==> src/rtl/sipo_collector.sv <==
// Serial-in/parallel-out collector: assembles WIDTH serial bits into a word and
// holds it in a separate output register, so collection continues while a word waits.
module sipo_collector #(
    parameter int unsigned WIDTH     = 4,
    parameter bit          LSB_FIRST = 1'b1
) (
    input  logic                     clk,
    input  logic                     rst,
    input  logic                     s_in,
    input  logic                     s_valid,
    output logic [WIDTH-1:0]         Data_out,
    output logic                     word_valid,
    input  logic                     word_ready,
    output logic [$clog2(WIDTH)-1:0] bit_cnt,
    output logic                     overrun
);

    localparam int unsigned CntW = $clog2(WIDTH);
    localparam logic [CntW-1:0] CntLast = CntW'(WIDTH - 1);

    typedef enum logic {
        StEmpty,
        StFull
    } state_e;

    state_e           state_q, state_d;
    logic [WIDTH-1:0] shift_q, shift_d;
    logic [WIDTH-1:0] data_q,  data_d;
    logic [CntW-1:0]  cnt_q,   cnt_d;
    logic             ovr_q,   ovr_d;
    logic             complete;
    logic             load;

    // shift_d already contains the completing bit, so it is what loads into data_q
    always_comb begin
        shift_d = shift_q;
        if (s_valid) begin
            if (LSB_FIRST) begin
                shift_d = {s_in, shift_q[WIDTH-1:1]};
            end else begin
                shift_d = {shift_q[WIDTH-2:0], s_in};
            end
        end
    end

    assign complete = s_valid && (cnt_q == CntLast);

    always_comb begin
        cnt_d = cnt_q;
        if (complete) begin
            cnt_d = '0;
        end else if (s_valid) begin
            cnt_d = cnt_q + CntW'(1);
        end
    end

    always_comb begin
        state_d = state_q;
        load    = 1'b0;
        ovr_d   = ovr_q;
        unique case (state_q)
            StEmpty: begin
                if (complete) begin
                    load    = 1'b1;
                    state_d = StFull;
                end
            end
            StFull: begin
                if (complete) begin
                    // back-to-back handoff when accepted on the same edge; otherwise drop
                    if (word_ready) begin
                        load = 1'b1;
                    end else begin
                        ovr_d = 1'b1;
                    end
                end else if (word_ready) begin
                    state_d = StEmpty;
                end
            end
            default: state_d = StEmpty;
        endcase
    end

    assign data_d = load ? shift_d : data_q;

    always_ff @(posedge clk) begin
        if (rst) begin
            state_q <= StEmpty;
            shift_q <= '0;
            data_q  <= '0;
            cnt_q   <= '0;
            ovr_q   <= 1'b0;
        end else begin
            state_q <= state_d;
            shift_q <= shift_d;
            data_q  <= data_d;
            cnt_q   <= cnt_d;
            ovr_q   <= ovr_d;
        end
    end

    assign Data_out   = data_q;
    assign word_valid = (state_q == StFull);
    assign bit_cnt    = cnt_q;
    assign overrun    = ovr_q;

endmodule

==> config.mk <==
export PLATFORM = sky130hd
export DESIGN_NAME = sipo_collector
export DESIGN_NICKNAME = d
export VERILOG_FILES = /design/src/rtl/sipo_collector.sv
export SDC_FILE = /design/constraint.sdc
export NUM_CORES = 1
export LEC_CHECK = 0
export ABC_AREA = 1
export CORE_MARGIN = 2
export CORE_UTILIZATION = 25
export DETAILED_ROUTE_END_ITERATION = 10
export GPL_ROUTABILITY_DRIVEN = 0
export MAX_ROUTING_LAYER = met4
export SYNTH_ARGS = -nofsm -noshare
export SYNTH_HDL_FRONTEND = slang
export SYNTH_SLANG_ARGS = --single-unit
==> constraint.sdc <==
create_clock -name clk -period 1.1 [get_ports clk]
set_input_delay 0.165 -clock clk [delete_from_list [all_inputs] [get_ports clk]]
set_output_delay 0.165 -clock clk [all_outputs]
set_load 0.05 [all_outputs]
==> impl_metrics.env <==
export IMPL_status="finished, final reports clean"
export IMPL_syn_inst=67
export IMPL_drive_above_1_share_pct=26.1
export IMPL_grt_pass1_vias=384
export IMPL_nFillCells=196
export IMPL_root_buffer="clkbuf_4"
export IMPL_synth_distinct_cells=10
export IMPL_yosys_area_top_type="dfxtp_1"
export IMPL_cp_start_kind="flop"
export IMPL_dieArea_mm2=0.00233
export IMPL_rsz0062_at_grt="true"
export IMPL_die_w_um=48.3
export IMPL_place_inst=110
export IMPL_ys_async_sr_fraction_pct=0
export IMPL_core_area_mm2=0.00190
export IMPL_cp_slowest_stage_delay_ns=0.35
export IMPL_portBuffers=12
export IMPL_dr_pass1_iters=4
export IMPL_synthAdderAreaFrac_pct=2.55
export IMPL_crit_required_ns=0.94
export IMPL_final_cell_count_no_fill=115
export IMPL_synth_compound_area_share_pct=5.36
export IMPL_hold_viol=0
export IMPL_fmax_ghz=0.921
export IMPL_finalMaxSlewViolations=0
export IMPL_grt_max_degree=9
export IMPL_cp_max_fo=2
export IMPL_n_antenna_cell=0
export IMPL_multi_input_area_um2=221
export IMPL_ctsHtreeMaxLevel=1
export IMPL_rrSetupSlack_ns=0.03
export IMPL_yosys_top_cells_area="dfxtp_1, nand2_1, nor2_1"
export IMPL_grt_overflow_total=0
export IMPL_yosysMostFrequentCell="nand2_1"
export IMPL_netlist_area_um2=490
export IMPL_rows=16
export IMPL_met2_usage_pct=15.5
export IMPL_nets=95
export IMPL_critPathTopFamily="flip-flops"
export IMPL_drc_errors=0
export IMPL_grt_use_met1_pct=13.0
export IMPL_vdd_drop_max_v=0.000445
export IMPL_io_pins=13
export IMPL_synth_nets=73
export IMPL_via_count=457
export IMPL_worstSetupPathType="flop to primary output"
export IMPL_drtAntennaViolNets=0
export IMPL_synth_ff_type="dfxtp_1"
export IMPL_syn_area_per_cell_um2=7.32
export IMPL_drv_cap=0
export IMPL_drtIter0Drc=28
export IMPL_ff_latch_area_um2=248
export IMPL_initial_utilization_pct=25.8
export IMPL_clock_sinks=12
export IMPL_yosys_area_top_type_share_pct=49.0
export IMPL_grt_use_met3_pct=2.22
export IMPL_cts_max_path_buffers=2
export IMPL_cts_tree="done"
export IMPL_ys_seq_area_share_pct=49.0
export IMPL_grt_busiest_layer="met2"
export IMPL_cp_end_kind="primary output"
export IMPL_yosys_area_share_simple_pct=32.9
export IMPL_ys_ff_latch=12
export IMPL_viasPerCell=3.97
export IMPL_grt_pass1_wl_um=1630
export IMPL_synth_common_cells="nand2_1, nor2_1, dfxtp_1"
export IMPL_synth_top_family_by_area="simple AND/OR/NAND/NOR gates"
export IMPL_fp_dieH_um=48.3
export IMPL_antenna_found_initial=0
export IMPL_area_growth_syn_to_layout_pct=66.6
export IMPL_ys_warn_count=0
export IMPL_slew_headroom_pct=83.8
export IMPL_tightest_slew_ns=0.242
export IMPL_period_minus_slack_ns=1.09
export IMPL_clock_latency_ns=0.28
export IMPL_total_leakage_power_nw=0.379
export IMPL_hpwl_um=835
export IMPL_arrival_ns=0.92
export IMPL_avgRoutedWirePerCell_um=9.15
export IMPL_power_density_mw_per_mm2=1250
export IMPL_worstPathCellList="buf_4 > buf_12"
export IMPL_setup_viol=0
export IMPL_wl_um=1050
export IMPL_cts_made_buffers=3
export IMPL_grt_usage_pct=11.2
export IMPL_crit_slowest_cell="dfxtp_4"
export IMPL_hold_class="input port to flop"
export IMPL_cts_clk_slew_worst_paths_ns=0.08
export IMPL_p_total_mw=1.02
export IMPL_finalClockSkew_ns=0.00363
export IMPL_muxShareOfSynthArea_pct=0
export IMPL_synth_xor_area_share_pct=1.79
export IMPL_synth_edff_count=0
export IMPL_path_buf_inv=2
export IMPL_timing_final_crit_share_pct=98.7
cells in the final DEF (no fill, tap or decap):
cell type and instances:
clkbuf_4 3, buf_4 6, ha_4 1, dfxtp_1 10, inv_1 8, xnor2_1 1
a21oi_4 1, clkbuf_8 1, nand2_4 1, clkdlybuf4s50_1 3, dlymetal6s2s_1 1, a21oi_1 2
nand2_1 24, nor2_1 16, buf_12 8, dfxtp_4 2
flip-flops by register name, summed over array words and instances (netlist names):
signal      count
word_valid      1
overrun         1
bit_cnt         2
Data_out        4
shift_q         4
power by group:
part / leakage [nW] / total [mW] / switching (mW) / internal, mW
registers: 0.0993 / 0.469 / 0.0140 / 0.454
clock network: 0.0210 / 0.356 / 0.155 / 0.202
logic: 0.259 / 0.196 / 0.101 / 0.0950
total: 0.379 / 1.02 / 0.270 / 0.751
worst reg2reg max path: cells and delay by family, from the launching register on:
kind / cells / cell delay, ns
AOI/OAI and AO/OA: 1 / 0.22
adders and majority gates: 1 / 0.14
DFF: 1 / 0.37
and+or+nand+nor: 4 / 0.26
cells by family after synthesis:
family	after synthesis
and+or+nand+nor	41
DFF	12
buffers and inverters	9
AOI/OAI and AO/OA	3
xor gates and xnor gates	1
adders and majority gates	1
final cells by class:
| type | count | area share, % |
|---|---|---|
| clock buffers | 4 | 4.44 |
| inverters | 8 | 3.68 |
| multi-input cells | 46 | 27.1 |
| flip-flops and latches | 12 | 30.3 |
| well taps | 27 | 4.13 |
| repair buffers | 18 | 30.3 |
stage by stage:
| step | hold WS [ns] | setup TNS (ns) | utilization (%) | area, µm² | setup slack (ns) |
|---|---|---|---|---|---|
| 3_3_place_gp | 0.504 | -1.69 | 40.5 | 771 | -0.239 |
| 4_1_cts | 0.521 | 0 | 42.4 | 807 | 0.00376 |
| 6_report | 0.340 | 0 | 43.0 | 817 | 0.0148 |
| 5_1_grt | 0.386 | -0.0625 | 43.0 | 817 | -0.0386 |
| 2_1_floorplan | 0.234 | 0 | - | 510 | 0.00322 |
| 3_5_place_dp | 0.513 | -2.00 | 40.5 | 771 | -0.253 |
final timing paths:
path / cells after the start / startpoint / endpoint
setup reg to reg: 6 / bit_cnt[1] / Data_out[1]
setup / recovery: 2 / bit_cnt[0] / bit_cnt[0]
hold reg to reg: 2 / bit_cnt[1] / bit_cnt[1]
hold / removal: 4 / s_valid / shift_q[1]
layer usage:
metal | vias up | routed length (µm)
met3 | 5 | 49
met5 | - | 0
met2 | 15 | 478
li1 | 239 | -
met4 | 0 | 57
met1 | 198 | 466
what timing repair did:
action	CTS	global route
resized for setup	0	1
endpoints found under the setup margin	0	5
hold buffers	0	0
setup buffers	0	1
Power figures use the tool's default switching activity.
